### config.mk
export PLATFORM = sky130hd
export DESIGN_NAME = uart_transmitter
export DESIGN_NICKNAME = d
export VERILOG_FILES = /design/src/rtl/uart_transmitter.sv
export SDC_FILE = /design/constraint.sdc
export NUM_CORES = 1
export LEC_CHECK = 0
export ABC_AREA = 0
export BUFFER_PORTS_ARGS = -buffer_cell sky130_fd_sc_hd__buf_2
export CORE_MARGIN = 2
export CORE_UTILIZATION = 50
export DETAILED_ROUTE_END_ITERATION = 16
export PLACE_DENSITY = 0.66
export SETUP_SLACK_MARGIN = 0.5
export SKIP_CTS_REPAIR_TIMING = 1
export SYNTH_ARGS = -nofsm -noshare
export SYNTH_HDL_FRONTEND = slang
export SYNTH_SLANG_ARGS = --single-unit
### constraint.sdc
create_clock -name clk -period 9.1 [get_ports clk]
set_input_delay 0 -clock clk [delete_from_list [all_inputs] [get_ports clk]]
set_output_delay 0 -clock clk [all_outputs]
set_load 0.05 [all_outputs]
### src/rtl/uart_transmitter.sv
// Buffered 8N1 UART transmitter: a byte FIFO feeding a start/data/stop serializer.
// Frames leave back-to-back while the FIFO holds data; the line idles high.
module uart_transmitter #(
  parameter int CLKS_PER_BIT = 434,
  parameter int FIFO_DEPTH   = 16
) (
  input  logic                        clk,
  input  logic                        reset_n,
  input  logic [7:0]                  data_in,
  input  logic                        data_wr,
  output logic                        fifo_full,
  output logic [$clog2(FIFO_DEPTH):0] fifo_count,
  output logic                        overflow,
  output logic                        tx_data,
  output logic                        tx_busy
);

  localparam int CNT_W = (CLKS_PER_BIT > 2) ? $clog2(CLKS_PER_BIT) : 1;
  localparam int PTR_W = $clog2(FIFO_DEPTH);
  localparam logic [CNT_W-1:0] BIT_LAST = CNT_W'(CLKS_PER_BIT - 1);
  localparam logic [PTR_W:0]   FIFO_MAX = (PTR_W + 1)'(FIFO_DEPTH);

  typedef enum logic [1:0] {
    IDLE      = 2'd0,
    START_BIT = 2'd1,
    DATA_BITS = 2'd2,
    STOP_BIT  = 2'd3
  } state_e;

  state_e state_q, state_d;

  logic [7:0]       mem [FIFO_DEPTH];
  logic [PTR_W-1:0] wr_ptr, rd_ptr;
  logic [PTR_W:0]   count_d;
  logic             wr_en, pop, fifo_empty;

  logic [CNT_W-1:0] bit_cnt;
  logic [2:0]       bit_idx;
  logic [7:0]       shift_q;
  logic             bit_done, last_bit;

  logic             cnt_run, shift_en, idx_adv, tx_d, busy_d;

  // The full flag is the registered one, so a pop on the same edge cannot rescue a write.
  assign wr_en      = data_wr && !fifo_full;
  assign fifo_empty = (fifo_count == '0);
  assign bit_done   = (bit_cnt == BIT_LAST);
  assign last_bit   = (bit_idx == 3'd7);

  // ---------------------------------------------------------------- FIFO
  // NOTE: every variable driven in an always_comb gets a default first, so no path leaves it unassigned and no latch is inferred.
  always_comb begin
    count_d = fifo_count;
    case ({wr_en, pop})
      2'b10:   count_d = fifo_count + 1'b1;
      2'b01:   count_d = fifo_count - 1'b1;
      default: count_d = fifo_count;
    endcase
  end

  // NOTE: sequential state uses non-blocking assignments so every register samples pre-edge values.
  always_ff @(posedge clk or negedge reset_n) begin
    if (!reset_n) begin
      wr_ptr     <= '0;
      rd_ptr     <= '0;
      fifo_count <= '0;
      fifo_full  <= 1'b0;
      overflow   <= 1'b0;
    end else begin
      if (wr_en) wr_ptr <= wr_ptr + 1'b1;
      if (pop)   rd_ptr <= rd_ptr + 1'b1;
      fifo_count <= count_d;
      fifo_full  <= (count_d == FIFO_MAX);
      overflow   <= data_wr && fifo_full;
    end
  end

  // NOTE: the storage array is not reset; resetting the pointers and count already empties the FIFO.
  always_ff @(posedge clk) begin
    if (wr_en) mem[wr_ptr] <= data_in;
  end

  // ---------------------------------------------------------------- FSM state register
  always_ff @(posedge clk or negedge reset_n) begin
    if (!reset_n) state_q <= IDLE;
    else          state_q <= state_d;
  end

  // ---------------------------------------------------------------- FSM next state
  always_comb begin
    state_d = state_q;
    case (state_q)
      IDLE:      if (!fifo_empty) state_d = START_BIT;
      START_BIT: if (bit_done) state_d = DATA_BITS;
      DATA_BITS: if (bit_done && last_bit) state_d = STOP_BIT;
      STOP_BIT:  if (bit_done) state_d = fifo_empty ? IDLE : START_BIT;
      default:   state_d = IDLE;
    endcase
  end

  // ---------------------------------------------------------------- FSM outputs
  // tx_d is the next line level; the line itself is registered to stay glitch-free.
  always_comb begin
    pop      = 1'b0;
    shift_en = 1'b0;
    idx_adv  = 1'b0;
    cnt_run  = 1'b1;
    tx_d     = tx_data;
    busy_d   = tx_busy;
    case (state_q)
      IDLE: begin
        cnt_run = 1'b0;
        tx_d    = 1'b1;
        busy_d  = 1'b0;
        if (!fifo_empty) begin
          pop    = 1'b1;
          tx_d   = 1'b0;
          busy_d = 1'b1;
        end
      end
      START_BIT: begin
        if (bit_done) tx_d = shift_q[0];
      end
      DATA_BITS: begin
        if (bit_done) begin
          idx_adv = 1'b1;
          if (last_bit) begin
            tx_d = 1'b1;
          end else begin
            tx_d     = shift_q[1];
            shift_en = 1'b1;
          end
        end
      end
      STOP_BIT: begin
        if (bit_done) begin
          if (!fifo_empty) begin
            pop  = 1'b1;
            tx_d = 1'b0;
          end else begin
            tx_d   = 1'b1;
            busy_d = 1'b0;
          end
        end
      end
      default: begin
        cnt_run = 1'b0;
        tx_d    = 1'b1;
        busy_d  = 1'b0;
      end
    endcase
  end

  // ---------------------------------------------------------------- serializer datapath
  // The bit counter free-runs across bit boundaries inside a frame and only parks in IDLE.
  always_ff @(posedge clk or negedge reset_n) begin
    if (!reset_n) begin
      bit_cnt <= '0;
      bit_idx <= '0;
      shift_q <= '0;
      tx_data <= 1'b1;
      tx_busy <= 1'b0;
    end else begin
      if (!cnt_run)     bit_cnt <= '0;
      else if (bit_done) bit_cnt <= '0;
      else              bit_cnt <= bit_cnt + 1'b1;

      if (pop)          bit_idx <= '0;
      else if (idx_adv) bit_idx <= bit_idx + 1'b1;

      if (pop)           shift_q <= mem[rd_ptr];
      else if (shift_en) shift_q <= {1'b0, shift_q[7:1]};

      tx_data <= tx_d;
      tx_busy <= busy_d;
    end
  end

endmodule

==> impl_metrics.py, run 1 <==
metrics = {
    "status": {
        "status": "finished, final reports clean",
    },
    "drt": {
        "dr_wl_met2_um": 6660,
        "dr.pass1.iters": 4,
        "met1_length_um": 5700,
        "vias": 3614,
        "ant_nets": 0,
        "wl_per_cell_um": 19.9,
        "drt_iter0_drc": 377,
        "routed_wl_um": 12900,
        "vias_per_cell": 5.59,
        "route.detailed.drc": 0,
        "top_layer": "met4",
        "wl_met3_um": 416,
    },
    "sta": {
        "hold_viol": 0,
        "fin_tns_setup_ps": 0,
        "rsz0062_at_grt": "no",
        "clock_skew_ps": 13.2,
        "min_period_ps": 3260,
        "max_freq_mhz": 307,
        "worst_pin_slew_ps": 905,
        "period_share": 0.358,
        "setup_viol": 0,
        "slew_headroom": 0.392,
        "slew_violations": 0,
    },
    "layout": {
        "mostFrequentLayoutCells": "edfxtp_1, mux4_2, dfrtp_1",
        "final_nets": 481,
        "final_common_cell": "edfxtp_1",
        "drive_gt1_frac": 0.223,
        "postLayoutCoreUtil": 0.584,
        "syn2layout_area_growth_pct": 13.9,
        "final_cell_area_um2": 8110,
        "num_antenna_cells": 0,
    },
    "synthesis": {
        "synth-seq-area-share": 0.677,
        "syn_area_um2": 7120,
        "yosysWarnings": 0,
        "synth_top_cell_area_share": 0.540,
        "synthDistinctLibCells": 46,
        "synth_top_area_cell": "edfxtp_1",
        "syn_inst": 423,
        "synth_nets": 450,
        "ys_seq_elements": 167,
        "synth_area_leaders": "edfxtp_1, dfrtp_1, mux4_2, ha_1, xnor2_1",
        "dominantRegCellSynth": "edfxtp_1",
        "avgSynthCellArea_um2": 16.8,
        "async_flop_share": 0.234,
        "synth_edf_count": 128,
    },
    "global_route": {
        "grt_pass1_vias": 3656,
        "antenna_found_initial": 0,
        "grt.total_usage": 0.190,
        "overflow": 0,
        "grt_pass1_wl_um": 20600,
        "grt_max_degree": 40,
    },
    "die": {
        "fp.dieW_um": 123,
        "die_area_um2": 15200,
        "rows": 43,
        "ios": 20,
        "core_area_um2": 13900,
        "initial_core_util": 0.513,
        "die_h_um": 123,
    },
    "pwr": {
        "combPwrFrac": 0.334,
        "p_sw_frac": 0.336,
        "ir_worst_vdd_uv": 241,
        "p_int_mw": 1.81,
        "p_per_area_nw_per_um2": 337,
        "seq_power_share": 0.387,
        "power_mw": 2.73,
        "p_leak_nw": 2.94,
        "clock_power_share": 0.279,
        "power.switching_uw": 918,
    },
    "worst_setup_path": {
        "worst-path-stages": 12,
        "end_kind": "register",
        "r2r_cells": 12,
        "path_delay_family": "simple AND/OR/NAND/NOR gates",
        "worstPathMaxFanout": 12,
        "crit_chain": "nor4b_1 -> a31o_2 -> o311ai_2 -> buf_4 -> inv_1 -> ha_1 -> nor2b_1 -> nand3_1 -> o41ai_1 -> or3_4 -> or3_1 -> a31oi_1",
        "critPathLaunchType": "register",
        "critical-path-max-stage-delay_ps": 420,
        "worst-path-buf-inv": 2,
        "criticalPathCategory": "reg2reg",
        "required_ps": 9450,
        "arrival_ps": 3610,
        "critPathSlowestCell": "dfrtp_1",
    },
    "placed_design": {
        "port_buffers": 19,
        "dpl_cell_area_um2": 7380,
        "gp_congestion": 0.778,
        "hpwl_um": 8110,
    },
    "min_path": {
        "hp-class": "in2async",
    },
    "clocking": {
        "clock_latency_ps": 430,
        "h-tree-depth": 4,
        "cts_tree": "yes",
        "cts_root_buffer": "clkbuf_16",
        "clk_path_buf_depth": 2,
        "clock-sinks": 167,
        "path_clk_slew_ps": 70,
        "cts_made_buffers": 17,
    },
    "run": {
        "cap_violations": 0,
    },
}
[cell families after synthesis]
family                     synth area share
buffers and inverters                0.0195
AOI/OAI and AO/OA                    0.0309
xor gates and xnor gates             0.0278
and+or+nand+nor                      0.0745
DFF                                   0.677
muxes                                 0.142
adders and majority gates            0.0281
[power by group through the flow]
stage | Combinational (mW) | Sequential (mW) | Clock (mW)
global route | 0.996 | 1.07 | 0.806
CTS | 0.921 | 1.06 | 0.773
global placement | 0.903 | 1.06 | 0
floorplan | 0.699 | 1.08 | 0
detailed placement | 0.912 | 1.07 | 0
finish | 0.912 | 1.06 | 0.763
[metrics by stage]
stage          instances  hold slack, ps  setup slack [ps]
6_report             647             243              5840
5_1_grt              647             325              5530
3_3_place_gp         605             168              5910
3_5_place_dp         605             195              5830
2_1_floorplan        423            -296              5790
4_1_cts              637            -263              5810
[worst register-to-register path: cells and delay by family, from the launching register on]
| family | cells | cell delay, ps |
|---|---|---|
| flops | 1 | 420 |
| compound gates | 4 | 690 |
| simple gates | 5 | 1340 |
| buf+inv | 2 | 410 |
| fa+ha+maj | 1 | 340 |
[cells in the mapped netlist, types with 2 or more instances]
master    number
or3_1          2
clkbuf_1      11
mux2i_1        9
buf_2          6
o31ai_1        2
mux4_2        40
and2_1        18
edfxtp_1     128
xnor2_1       15
buf_1          2
o21ai_0        6
nor2b_1        3
a311oi_1       2
ha_1          16
a31oi_1        3
xor2_1         5
nor2_1        32
dfrtp_1       38
a21oi_1       11
nand2b_1       2
and3_1         3
nand2_1       19
or3_4          2
inv_1         13
nand4_1        3
nor3_1         5
mux2_2         2
nand3_1        7
[state kept, by name, summed over array words and instances, names as in the netlist]
register and count:
bit_cnt 9, fifo_full 1, tx_data 1, fifo_count 5
tx_busy 1, bit_idx 3, mem 128, overflow 1
wr_ptr 4, state_q 2, rd_ptr 4, shift_q 8
[path summary, 6_finish.rpt]
kind / slack, ps / start / end
max reg2reg: 5840 / bit_cnt[2]$_DFF_PN0_ / fifo_full$_DFF_PN0_
min: 240 / reset_n / fifo_count[0]$_DFF_PN0_
min in group clk: 330 / data_wr / overflow$_DFF_PN0_
max: 5840 / bit_cnt[2]$_DFF_PN0_ / fifo_full$_DFF_PN0_
max in group asynchronous: 8240 / reset_n / rd_ptr[0]$_DFFE_PN0P_
min reg2reg: 520 / tx_data$_DFFE_PN1P_ / tx_data$_DFFE_PN1P_
[routing by layer]
metal  track usage  up-vias
met4        0.0575        0
li1              -     1673
met2         0.313       62
met5             0        -
met1         0.249     1870
met3        0.0489        9
[layout make-up]
cell class / instances / area, um2
repair buffers: 32 / 218
flip-flops and latches: 167 / 4820
multi-input cells: 223 / 2170
clock buffers: 17 / 425
clock inverters: 15 / 204
inverters: 13 / 48.8
fillers: 1061 / 5770
well taps: 180 / 225
No activity file was read; power rests on OpenSTA's default activity.
==> run 2: changes to the inputs <==
--- a/config.mk
+++ b/config.mk
@@ -5,7 +5,7 @@
 export SDC_FILE = /design/constraint.sdc
 export NUM_CORES = 1
 export LEC_CHECK = 0
-export ABC_AREA = 0
+export ABC_AREA = 1
 export BUFFER_PORTS_ARGS = -buffer_cell sky130_fd_sc_hd__buf_2
 export CORE_MARGIN = 2
 export CORE_UTILIZATION = 50
==> constraint.sdc (replaced) <==
create_clock -name clk -period 3.1 [get_ports clk]
set_input_delay 0 -clock clk [delete_from_list [all_inputs] [get_ports clk]]
set_output_delay 0 -clock clk [all_outputs]
set_load 0.05 [all_outputs]
==> run 2 against run 1 <==
Effect of this change:
- area after synthesis rose by 0.76%
- non-clock buffer count rose by 9
- register-to-register slack got worse by 5200 ps
- worst hold slack worse by 11 ps
- global-route usage rose by 2.2 points
- sequential share of layout area down 0.50 points
- combinational power down 16%
- critical path type unchanged
- critical endpoint unchanged
==> impl_metrics.py, run 2 <==
metrics = {
    "sta": {
        "hold_viol": 0,
        "rsz0062_at_grt": "no",
        "period_share": 0.791,
        "setup_slack_ps": 649,
        "slew_headroom": 0.327,
        "max_freq_mhz": 408,
        "setup_viol": 0,
        "worst_pin_slew_ps": 1010,
        "clock_skew_ps": 10.4,
        "fin_tns_setup_ps": 0,
        "min_period_ps": 2450,
        "slew_violations": 0,
    },
    "layout": {
        "largest-register": "mem",
        "drive_gt1_frac": 0.141,
        "syn2layout_area_growth_pct": 14.0,
        "num_antenna_cells": 0,
        "largest_reg_flops": 128,
        "final_nets": 666,
        "seqCellArea_um2": 4820,
        "multiInputGateArea_um2": 2070,
        "final_common_cell": "edfxtp_1",
        "final_cell_area_um2": 8180,
        "mostFrequentLayoutCells": "edfxtp_1, nor2_1, nand2_1",
        "reg_top3": "mem x128, bit_cnt x9, shift_q x8",
        "fillers": 1100,
    },
    "pwr": {
        "p_per_area_nw_per_um2": 694,
        "p_leak_nw": 3.04,
        "ir_worst_vdd_uv": 472,
    },
    "placed_design": {
        "place_ws_ps": 602,
        "hpwl_um": 9340,
        "dpl_cell_area_um2": 7430,
        "port_buffers": 19,
        "gp_congestion": 0.844,
    },
    "drt": {
        "route.detailed.drc": 0,
        "dr.pass1.iters": 4,
        "vias": 4710,
        "ant_nets": 0,
        "drt_iter0_drc": 338,
        "vias_per_cell": 5.66,
        "wl_per_cell_um": 18.2,
        "routed_wl_um": 15200,
    },
    "min_path": {
        "hp-class": "in2async",
    },
    "worst_setup_path": {
        "reg2reg_slack_ps": 650,
        "r2r_cells": 17,
        "cp-endpoint": "fifo_full$_DFF_PN0_",
        "crit_start": "state_q[0]$_DFFE_PN0P_",
        "r2r_end": "fifo_full$_DFF_PN0_",
        "end_kind": "register",
        "criticalPathCategory": "reg2reg",
        "critPathLaunchType": "register",
        "required_ps": 3420,
        "worstPathMaxFanout": 5,
        "r2r-start": "state_q[0]$_DFFE_PN0P_",
        "arrival_ps": 2770,
    },
    "synthesis": {
        "synth_area_leaders": "edfxtp_1, dfrtp_1, nor2_1, o21ai_0, nand2_1",
        "async_flop_share": 0.234,
        "synth_nets": 633,
        "synth_common_cells": "edfxtp_1, nor2_1, nand2_1",
        "dominantRegCellSynth": "edfxtp_1",
        "avgSynthCellArea_um2": 11.8,
        "syn_area_um2": 7180,
        "synth-seq-area-share": 0.672,
        "synth.most_common_cell": "edfxtp_1",
        "synthDistinctLibCells": 44,
        "syn_inst": 606,
        "synth_top_cell_area_share": 0.536,
        "ys_seq_elements": 167,
        "synth_edf_count": 128,
        "yosysWarnings": 0,
        "synth_top_area_cell": "edfxtp_1",
    },
    "global_route": {
        "grt_pass1_wl_um": 23700,
        "grt_max_degree": 67,
        "antenna_found_initial": 0,
        "grt.total_usage": 0.212,
        "overflow": 0,
        "grt_pass1_vias": 4569,
    },
    "die": {
        "rows": 43,
        "die_area_um2": 15300,
        "fp.dieW_um": 124,
        "ios": 20,
        "initial_core_util": 0.515,
        "core_area_um2": 13900,
        "die_h_um": 124,
    },
    "run": {
        "cap_violations": 0,
    },
    "clocking": {
        "clk_path_buf_depth": 2,
        "cts_made_buffers": 17,
        "cts_tree": "yes",
        "path_clk_slew_ps": 60,
        "h-tree-depth": 4,
        "clock-sinks": 167,
        "cts_root_buffer": "clkbuf_16",
        "clock_latency_ps": 440,
    },
    "status": {
        "status": "finished, final reports clean",
    },
}
[run 2: cell types whose count changed in the layout (fill, tap and decap cells not counted), sizes merged, moves of 14 or more]
| cell | previous run | this run |
|---|---|---|
| a21oi | 11 | 31 |
| and2 | 18 | 0 |
| inv | 23 | 45 |
| mux4 | 40 | 0 |
| nand2 | 20 | 60 |
| nand3 | 7 | 21 |
| nor2 | 32 | 96 |
| o21ai | 7 | 73 |
| o221ai | 0 | 22 |
[run 2: layer usage]
metal | vias up | wire [um] | GRT usage
met3 | 27 | 789 | 0.0453
met1 | 2314 | 6700 | 0.288
met5 | - | 0 | 0
met4 | 0 | 244 | 0.0895
li1 | 2232 | - | -
met2 | 137 | 7440 | 0.333
[run 2: cell type report]
class / count / share of cell area
Timing Repair Buffer: 41 / 0.0364
Tap cell: 180 / 0.0275
Inverter: 44 / 0.0202
Sequential cell: 167 / 0.589
Clock inverter: 14 / 0.0214
Clock buffer: 18 / 0.0525
Multi-Input combinational cell: 368 / 0.253
[run 2: worst min-delay path by stage]
| stage | slack (ps) | cells after the start | end | from |
|---|---|---|---|---|
| after floorplan | -300 | 0 | bit_cnt[0]$_DFF_PN0_ | reset_n |
| after global placement | 160 | 1 | bit_cnt[7]$_DFF_PN0_ | reset_n |
| after detailed placement | 180 | 1 | bit_cnt[6]$_DFF_PN0_ | reset_n |
| after CTS | -280 | 1 | bit_cnt[7]$_DFF_PN0_ | reset_n |
| after global routing | 330 | 4 | overflow$_DFF_PN0_ | data_wr |
| final | 230 | 2 | bit_cnt[7]$_DFF_PN0_ | reset_n |
[run 2: report_power, final]
| group | switching (mW) | total (mW) | internal (mW) |
|---|---|---|---|
| Sequential | 0.109 | 2.76 | 2.65 |
| Combinational | 0.562 | 0.765 | 0.203 |
| Clock | 0.886 | 2.16 | 1.27 |
[run 2: stage by stage]
step | power [mW] | cells | hold WS, ps | utilization
6_report | 5.68 | 832 | 231 | 0.587
5_1_grt | 5.88 | 832 | 332 | 0.587
4_1_cts | 5.67 | 817 | -278 | 0.577
3_5_place_dp | 3.54 | 785 | 181 | 0.533
3_3_place_gp | 3.52 | 785 | 162 | 0.533
2_1_floorplan | 3.30 | 606 | -296 | -
[run 2: critical path, cell delays in order, from the launching register on]
cell	delay, ps
dfrtp_1	380
inv_2	70
ha_1	320
inv_1	90
nand2_1	90
inv_2	120
nand4_1	130
nand2_1	120
inv_1	50
ha_1	200
a21oi_2	200
nor2_2	60
nand2_1	90
nand2_1	60
nand2_1	50
nand2_1	60
a21oi_2	180
nor2_1	60
[run 2: kinds of logic after synthesis]
logic type / count (synthesis) / share of synthesized area
AO/OA/AOI/OAI: 149 / 0.125
flip-flops: 167 / 0.672
multiplexers: 1 / 0.00157
XOR/XNOR: 13 / 0.0159
AND/OR/NAND/NOR: 189 / 0.117
buffers and inverters: 71 / 0.0410
adder cells (fa/ha/maj): 16 / 0.0279
==> run 3: changes to the inputs <==
==> constraint.sdc (replaced) <==
create_clock -name clk -period 2.44 [get_ports clk]
set_input_delay 0 -clock clk [delete_from_list [all_inputs] [get_ports clk]]
set_output_delay 0 -clock clk [all_outputs]
set_load 0.05 [all_outputs]
==> run 3 against run 2 <==
Effect of this change:
- cell count rose by 2.5%
- wire length rose by 0.57%
- die area did not move
- sequential share of layout area fell by 1.6 points
- critical path type unchanged
==> impl_metrics.py, run 3 (synthesis results as in run 2) <==
metrics = {
    "status": {
        "status": "finished, final reports clean",
    },
    "sta": {
        "hold_viol": 0,
        "max_freq_mhz": 454,
        "worst_pin_slew_ps": 890,
        "holdWs_ps": 244,
        "rsz0062_at_grt": "yes",
        "clock_skew_ps": 5.76,
        "slew_violations": 0,
        "setup_viol": 0,
        "period_share": 0.903,
        "slew_headroom": 0.406,
        "min_period_ps": 2200,
        "fin_tns_setup_ps": 0,
    },
    "drt": {
        "vias_per_cell": 5.57,
        "wl_per_cell_um": 17.9,
        "drt_iter0_drc": 351,
        "dr.pass1.iters": 5,
        "routed_wl_um": 15300,
        "ant_nets": 0,
        "vias": 4755,
        "route.detailed.drc": 0,
    },
    "die": {
        "initial_core_util": 0.515,
        "die_h_um": 124,
        "ios": 20,
        "core_area_um2": 13900,
        "die_area_um2": 15300,
        "rows": 43,
        "fp.dieW_um": 124,
    },
    "layout": {
        "postLayoutCoreUtil": 0.604,
        "num_antenna_cells": 0,
        "drive_gt1_frac": 0.195,
        "largest-register": "mem",
        "syn2layout_area_growth_pct": 17.3,
        "reg_top3": "mem x128, bit_cnt x9, shift_q x8",
        "final_common_cell": "edfxtp_1",
        "layout.cells.non_filler": 853,
        "mostFrequentLayoutCells": "edfxtp_1, nor2_1, nand2_1",
        "final_nets": 687,
        "largest_reg_flops": 128,
    },
    "clocking": {
        "cts_root_buffer": "clkbuf_16",
        "clk_path_buf_depth": 2,
        "path_clk_slew_ps": 60,
        "clock-sinks": 167,
        "cts_tree": "yes",
        "cts_made_buffers": 17,
        "clock_latency_ps": 430,
        "h-tree-depth": 4,
    },
    "global_route": {
        "grt_pass1_vias": 4655,
        "grt_max_degree": 42,
        "grt.total_usage": 0.216,
        "antenna_found_initial": 0,
        "overflow": 0,
        "grt_pass1_wl_um": 24300,
    },
    "placed_design": {
        "port_buffers": 19,
        "hpwl_um": 9690,
        "gp_congestion": 0.866,
        "placed_cells": 805,
    },
    "worst_setup_path": {
        "worst-path-buf-inv": 3,
        "crit_chain": "inv_1 -> ha_2 -> nand2_2 -> nor2_2 -> nand3_2 -> nand2_4 -> nand4_1 -> nand2_2 -> inv_2 -> ha_4 -> o21ai_2 -> inv_1 -> or2_4 -> nor2_2 -> nand3_1 -> nor2_1",
        "critPathLaunchType": "register",
        "critical-path-max-stage-delay_ps": 390,
        "end_kind": "register",
        "worst-path-stages": 16,
        "critPathSlowestCell": "dfrtp_1",
        "required_ps": 2800,
        "path_delay_family": "simple AND/OR/NAND/NOR gates",
        "arrival_ps": 2560,
        "criticalPathCategory": "reg2reg",
        "r2r_cells": 16,
        "worstPathMaxFanout": 4,
    },
    "pwr": {
        "p_leak_nw": 3.14,
        "ir_worst_vdd_uv": 664,
        "p_per_area_nw_per_um2": 858,
    },
    "run": {
        "cap_violations": 0,
    },
    "min_path": {
        "hp-class": "in2async",
    },
}
==> run 3: cell types whose count changed in the layout (fill, tap and decap cells not counted), moves of 3 or more <==
cell,previous run,this run
dfrtp_2,1,7
inv_1,34,31
nand2_2,2,6
ha_4,0,3
dfrtp_1,37,31
buf_4,11,30
nand2_1,56,52
ha_1,15,12
==> run 3: per-layer routing <==
| layer | global-route usage | share of wire | vias to the layer above | wire, um |
|---|---|---|---|---|
| met3 | 0.0485 | 0.057 | 18 | 867 |
| met2 | 0.348 | 0.49 | 138 | 7480 |
| met1 | 0.294 | 0.44 | 2321 | 6740 |
| met5 | 0 | 0 | - | 0 |
| met4 | 0.0668 | 0.011 | 0 | 164 |
| li1 | - | - | 2278 | - |
==> run 3: layout make-up <==
class                      instances  area, um2
fill                            1098       5520
sequential                       167       4830
multi-input combinational        368       2150
timing repair buffer              62        472
clock buffer                      18        429
tap                              180        225
inverter                          44        168
clock inverter                    14        149
==> run 3: final timing paths <==
| kind | from | slack (ps) | to |
|---|---|---|---|
| setup / recovery | bit_cnt[1]$_DFF_PN0_ | 240 | fifo_full$_DFF_PN0_ |
| hold / removal | reset_n | 240 | state_q[1]$_DFFE_PN0P_ |
| setup reg to reg | bit_cnt[1]$_DFF_PN0_ | 240 | fifo_full$_DFF_PN0_ |
| hold reg to reg | tx_busy$_DFFE_PN0P_ | 490 | tx_busy$_DFFE_PN0P_ |
| max in group asynchronous | reset_n | 1580 | fifo_count[0]$_DFF_PN0_ |
| min in group clk | data_wr | 330 | overflow$_DFF_PN0_ |
==> run 3: power by group <==
group	internal (mW)	switching (mW)
Sequential	3.37	0.147
Clock	1.51	1.10
Combinational	0.349	0.740
Total	5.23	1.99
==> run 3: metrics by stage <==
step | power (mW) | area [um2] | setup WS (ps)
floorplan | 4.23 | 7230 | 345
global placement | 4.54 | 7630 | 233
detailed placement | 4.58 | 7630 | 209
CTS | 7.20 | 8210 | 164
global route | 7.53 | 8420 | 99.8
finish | 7.22 | 8420 | 238
